[src/rtl/program_loader_if.sv]
// program_loader_if
// Groups the byte-stream handshake and the instruction-RAM write port of the
// program loader.
//   iByte/iByteValid/oByteReady : byte stream; a byte moves on valid && ready
//   oWriteEnable/oAddress/oDataOut : instruction-RAM write port
// master : host side (drives bytes, observes ready and RAM writes)
// slave  : loader side
interface program_loader_if;
    logic [7:0]  iByte;
    logic        iByteValid;
    logic        oByteReady;
    logic        oWriteEnable;
    logic [9:0]  oAddress;
    logic [15:0] oDataOut;

    modport master (
        output iByte, iByteValid,
        input  oByteReady, oWriteEnable, oAddress, oDataOut
    );

    modport slave (
        input  iByte, iByteValid,
        output oByteReady, oWriteEnable, oAddress, oDataOut
    );
endinterface

[src/rtl/program_loader.sv]
// program_loader
// Loads the instruction RAM from a byte stream: a 10-bit word count (high
// byte first, only bits [1:0] usable), then big-endian 16-bit words written
// to consecutive addresses from 0. Keeps the core in reset until a load
// completes without error.
// Ports:
//   Clock, Reset   : clock, synchronous active-high reset
//   iStart         : one-cycle pulse starting a load (IDLE/DONE/ERROR only)
//   bus            : byte handshake + RAM write port (slave modport)
//   oCpuReset      : core reset, low only after a successful load
//   oBusy/oDone/oError : session status
// Parameter TIMEOUT: inter-byte idle limit in cycles, 0 disables it.
module program_loader #(
    parameter int TIMEOUT = 0
) (
    input  logic             Clock,
    input  logic             Reset,
    input  logic             iStart,
    program_loader_if.slave  bus,
    output logic             oCpuReset,
    output logic             oBusy,
    output logic             oDone,
    output logic             oError
);

    localparam int TW = (TIMEOUT > 1) ? $clog2(TIMEOUT + 1) : 1;

    typedef enum logic [2:0] {
        IDLE, CNT_HI, CNT_LO, INS_HI, INS_LO, WRITE, DONE, ERROR
    } state_t;

    state_t      state, state_n;
    logic [9:0]  count, count_n;
    logic [9:0]  addr, addr_n;
    logic [15:0] word, word_n;
    logic [TW-1:0] idle;
    logic        accepting;
    logic        xfer;

    assign accepting = (state == CNT_HI) || (state == CNT_LO) ||
                       (state == INS_HI) || (state == INS_LO);
    assign xfer      = bus.iByteValid && accepting;

    always_comb begin
        state_n = state;
        count_n = count;
        addr_n  = addr;
        word_n  = word;
        case (state)
            IDLE, DONE, ERROR: begin
                if (iStart) begin
                    state_n = CNT_HI;
                    addr_n  = '0;
                end
            end
            CNT_HI: begin
                if (xfer) begin
                    // Counts above 1023 cannot be addressed: reject them.
                    if (bus.iByte[7:2] != 6'd0) begin
                        state_n = ERROR;
                    end else begin
                        count_n[9:8] = bus.iByte[1:0];
                        state_n      = CNT_LO;
                    end
                end
            end
            CNT_LO: begin
                if (xfer) begin
                    count_n[7:0] = bus.iByte;
                    state_n = ({count[9:8], bus.iByte} == 10'd0) ? DONE : INS_HI;
                end
            end
            INS_HI: begin
                if (xfer) begin
                    word_n[15:8] = bus.iByte;
                    state_n      = INS_LO;
                end
            end
            INS_LO: begin
                if (xfer) begin
                    word_n[7:0] = bus.iByte;
                    state_n     = WRITE;
                end
            end
            WRITE: begin
                if (addr == count - 10'd1) begin
                    state_n = DONE;
                end else begin
                    addr_n  = addr + 10'd1;
                    state_n = INS_HI;
                end
            end
            default: state_n = IDLE;
        endcase

        // Abort on the edge where the idle count would reach TIMEOUT.
        if (TIMEOUT > 0 && accepting && !xfer && (int'(idle) + 1 >= TIMEOUT))
            state_n = ERROR;
    end

    always_ff @(posedge Clock) begin
        if (Reset) begin
            state <= IDLE;
            count <= '0;
            addr  <= '0;
            word  <= '0;
            idle  <= '0;
        end else begin
            state <= state_n;
            count <= count_n;
            addr  <= addr_n;
            word  <= word_n;
            if (!accepting || xfer || state_n != state)
                idle <= '0;
            else
                idle <= idle + 1'b1;
        end
    end

    assign bus.oByteReady   = accepting;
    // A reset arriving during WRITE must keep the partial session out of RAM.
    assign bus.oWriteEnable = (state == WRITE) && !Reset;
    assign bus.oAddress     = addr;
    assign bus.oDataOut     = word;

    assign oBusy     = accepting || (state == WRITE);
    assign oDone     = (state == DONE);
    assign oError    = (state == ERROR);
    assign oCpuReset = (state != DONE);

endmodule

[src/flat_wrapper.sv]
// flat-port wrapper written by rule: the top's interface ports become plain ports
module program_loader_flat 
#(
    parameter int TIMEOUT = 0
)
  (Clock, Reset, iStart, oCpuReset, oBusy, oDone, oError, bus_iByte, bus_iByteValid, bus_oByteReady, bus_oWriteEnable, bus_oAddress, bus_oDataOut);
  program_loader_if bus_i ();
  input  logic Clock;
  input  logic Reset;
  input  logic iStart;
  output logic oCpuReset;
  output logic oBusy;
  output logic oDone;
  output logic oError;
  input wire logic [$bits(bus_i.iByte)-1:0] bus_iByte;
  input wire logic [$bits(bus_i.iByteValid)-1:0] bus_iByteValid;
  output wire logic [$bits(bus_i.oByteReady)-1:0] bus_oByteReady;
  output wire logic [$bits(bus_i.oWriteEnable)-1:0] bus_oWriteEnable;
  output wire logic [$bits(bus_i.oAddress)-1:0] bus_oAddress;
  output wire logic [$bits(bus_i.oDataOut)-1:0] bus_oDataOut;
  assign bus_i.iByte = bus_iByte;
  assign bus_i.iByteValid = bus_iByteValid;
  assign bus_oByteReady = bus_i.oByteReady;
  assign bus_oWriteEnable = bus_i.oWriteEnable;
  assign bus_oAddress = bus_i.oAddress;
  assign bus_oDataOut = bus_i.oDataOut;
  program_loader #(.TIMEOUT(TIMEOUT)) u_core (.Clock(Clock), .Reset(Reset), .iStart(iStart), .bus(bus_i), .oCpuReset(oCpuReset), .oBusy(oBusy), .oDone(oDone), .oError(oError));
endmodule
[config.mk]
export PLATFORM = sky130hd
export DESIGN_NAME = program_loader_flat
export DESIGN_NICKNAME = d
export VERILOG_FILES = /design/src/rtl/program_loader_if.sv /design/src/rtl/program_loader.sv /design/src/flat_wrapper.sv
export SDC_FILE = /design/constraint.sdc
export NUM_CORES = 1
export LEC_CHECK = 0
export BUFFER_PORTS_ARGS = -buffer_cell sky130_fd_sc_hd__buf_2
export CORE_ASPECT_RATIO = 1.4
export CORE_MARGIN = 2
export CORE_UTILIZATION = 30
export CTS_BUF_LIST = sky130_fd_sc_hd__clkbuf_4 sky130_fd_sc_hd__clkbuf_8
export DETAILED_ROUTE_END_ITERATION = 12
export PLACE_DENSITY = 0.59
export REMOVE_ABC_BUFFERS = 1
export SLEW_MARGIN = 20
export SYNTH_ARGS = -nofsm -noshare
export SYNTH_HDL_FRONTEND = slang
export SYNTH_SLANG_ARGS = --single-unit
[constraint.sdc]
create_clock -name Clock -period 2.9 [get_ports Clock]
set_input_delay 0.58 -clock Clock [delete_from_list [all_inputs] [get_ports Clock]]
set_output_delay 0.58 -clock Clock [all_outputs]
set_load 0.02 [all_outputs]
==> out/results.ini <==
[synth]
yosysSeqAreaShare_pct = 35.54
synth_cell_types = 47
ys_top_cells_by_area = dfxtp_1 36%, nand2_1 9.4%, mux2i_1 7.7%
synth_ff_type = dfxtp_1
synthCells = 279
yosys_warnings = 0
syn_area_sq_mm = 0.002197
syn_area_per_cell_sq_um = 7.875
ys_ff_latch = 39
synth_top_area_share_pct = 35.54
async_flop_share_pct = 0
yosysTopAreaCell = dfxtp_1
synth_edf_count = 0

[timing]
worst_pin_slew_ns = 0.8083
period_share_pct = 86.38
rsz0062_at_grt = false
finalHoldViolCount = 0
skew_ns = 0.004793
relSlewSlack_pct = 45.82
fmax_ghz = 0.3992
period_minus_slack_ns = 2.505
setup_tns_ns = 0
maxSlewViolCount = 0
setup_viol = 0

[clock_network]
post_cts_resize_count = 0
insertion_delay_ns = 0.29
htreeDepth = 2
cts_root_buf = clkbuf_8
numCtsBuffers = 5
post_cts_buffers = 0
cts_hold_buf = 0
clock_sinks = 39
clk_pin_slew_ns = 0.08
tritoncts = built
clock_path_buffers = 2

[worst_setup_path]
cp-startpoint = u_core.state[2]
required_ns = 2.32
r2r-start = u_core.count[0]
crit_path_end_kind = output pin
critPathKind = reg -> out
cp_max_fo = 13
r2r_end = u_core.bus.oAddress[4]
rr_worst_depth = 8
r2r_slack_ns = 0.59
worst_setup_path_start_kind = register
endpoint = bus_oWriteEnable
worstPathArrival_ns = 1.92

[routing]
ant_nets = 0
viasPerCell = 5.066
highest_layer = met4
wl_met2_um = 2833
totalWireLength_um = 5664
wl_per_cell_um = 13.75
wl_met1_um = 2525
drc = 0
first_iter_violations = 101
dr_wl_met3_um = 222
dr.pass1.iters = 7
vias = 2087

[outcome]
status = finished clean

[final_layout]
area_growth_pct = 18.62
seqCellArea_sq_um = 780.7
diodes = 0
fin_nets = 330
drive_gt1_share_pct = 20.19
multiInputGateArea_sq_mm = 0.001336
instances_no_fill = 412
nFillCells = 765

[global_routing]
grt_pass1_wl_um = 9349
first_global_vias = 1933
grt_remaining_overflow = 0
grt_max_degree = 35
grt.total_usage_pct = 14.31
grt_antenna_before_repair = 0

[power_and_ir_drop]
ir_drop_mv = 0.1818
switching_share_pct = 26.01
pwr-share-clk_pct = 40.0
power_density_mw_per_mm2 = 453.7
comb_power_share_pct = 12.3
sequentialPowerShare_pct = 47.7
p_sw_uw = 307.5
p_leak_uw = 0.001052
p_int_uw = 875.0

[placed_design]
place_congestion = 0.7757
io_buffer_count = 43
hpwl_um = 4195
place_inst = 404

[min_path]
hold_path_class = reg -> reg

[floorplan]
rows = 36
core_sq_mm = 0.007027
io_pins = 44
die-area_sq_mm = 0.008034
initial_core_util_pct = 31.27
fp.dieH_um = 105.3
fp.dieW_um = 76.33

[run]
max-cap-violations = 0

-- metal layers --
metal	up-vias	track usage (%)
met1	974	17.14
met2	52	24.59
met4	0	5.974
met3	4	3.168
met5	-	0
li1	1057	-
-- cells by family after synthesis --
family	after synthesis	share of synthesized area (%)
compound gates	56	18.85
xor+xnor	11	4.385
fa+ha+maj	2	1.139
buf+inv	22	3.815
flops	39	35.54
mux	17	7.745
simple gates	132	28.53
-- how the worst min path moves through the flow --
stage | start | end | slack, ns | depth (start not counted)
final | u_core.bus.oDataOut[7] | u_core.bus.oDataOut[7] | 0.46 | 2
after global routing | u_core.bus.oDataOut[4] | u_core.bus.oDataOut[4] | 0.48 | 2
after CTS | u_core.bus.oDataOut[0] | u_core.bus.oDataOut[0] | 0.46 | 2
after detailed placement | u_core.bus.oDataOut[0] | u_core.bus.oDataOut[0] | 0.44 | 2
after global placement | u_core.bus.oDataOut[5] | u_core.bus.oDataOut[5] | 0.44 | 2
after floorplan | u_core.count[9] | u_core.count[9] | 0.50 | 2
-- sequential cells by signal, summed over array words and instances, names as in the netlist --
register / count
u_core.bus.oAddress: 10
u_core.bus.oDataOut: 16
u_core.count: 10
u_core.state: 3
-- power groups by stage --
stage          logic [uW]  registers [uW]  clock network, uW
2_1_floorplan        92.0             575                  0
3_3_place_gp          143             576                  0
3_5_place_dp          145             576                  0
4_1_cts               145             563                490
5_1_grt               162             566                514
6_report              145             564                473
-- critical path, cell delays in order, from the launching register on --
cell	delay (ns)
dfxtp_1	0.55
nor2b_1	0.30
nand2_1	0.31
nor2_1	0.27
buf_2	0.21
-- through the flow --
stage / power [uW] / instance area (sq um) / setup slack, ns / hold slack [ns] / utilization [%]
after floorplan: 666.7 / 2143 / 0.8053 / 0.5042 / -
after global placement: 718.6 / 2485 / 0.6186 / 0.4416 / 35.36
after detailed placement: 720.6 / 2485 / 0.5803 / 0.4446 / 35.36
after CTS: 1199 / 2603 / 0.3808 / 0.4563 / 37.04
after global routing: 1242 / 2606 / 0.2194 / 0.4786 / 37.09
final: 1183 / 2606 / 0.3951 / 0.4562 / 37.09
-- synth_stat cells (2+ instances only) --
| cell type | instances |
|---|---|
| and2_1 | 3 |
| nand2_1 | 55 |
| a211oi_1 | 7 |
| a31oi_1 | 2 |
| or2_2 | 4 |
| nand3b_1 | 2 |
| a221oi_1 | 3 |
| clkbuf_1 | 13 |
| inv_1 | 8 |
| nand3_1 | 12 |
| o21ai_0 | 5 |
| mux2i_1 | 17 |
| nor2b_1 | 2 |
| and3_1 | 6 |
| xnor2_1 | 4 |
| ha_1 | 2 |
| nor2_1 | 23 |
| nand4_1 | 2 |
| xor2_1 | 7 |
| nor3_1 | 4 |
| nor4_1 | 4 |
| nand2b_1 | 8 |
| o2111ai_1 | 4 |
| a21oi_1 | 21 |
| dfxtp_1 | 39 |
-- layout make-up --
cell class / instances / share of cell area, %
inverter: 8 / 1.152
timing repair buffer: 44 / 8.545
sequential: 39 / 29.96
tap: 95 / 4.561
multi-input combinational: 218 / 51.27
clock inverter: 2 / 1.344
clock buffer: 6 / 3.169
-- cells in the final DEF, fill, tap and decap left out, types with 5 or more instances in the layout --
cell type	synthesis	routed
o21ai_0	5	5
a21oi_1	21	20
a211oi_1	7	7
nand2_1	55	55
dfxtp_1	39	39
mux2i_1	17	17
nand3_1	12	12
and3_1	6	6
xor2_1	7	7
buf_2	0	43
clkbuf_8	0	6
nand2b_1	8	8
inv_1	8	8
nor2_1	23	23
Power figures use the tool's default switching activity.
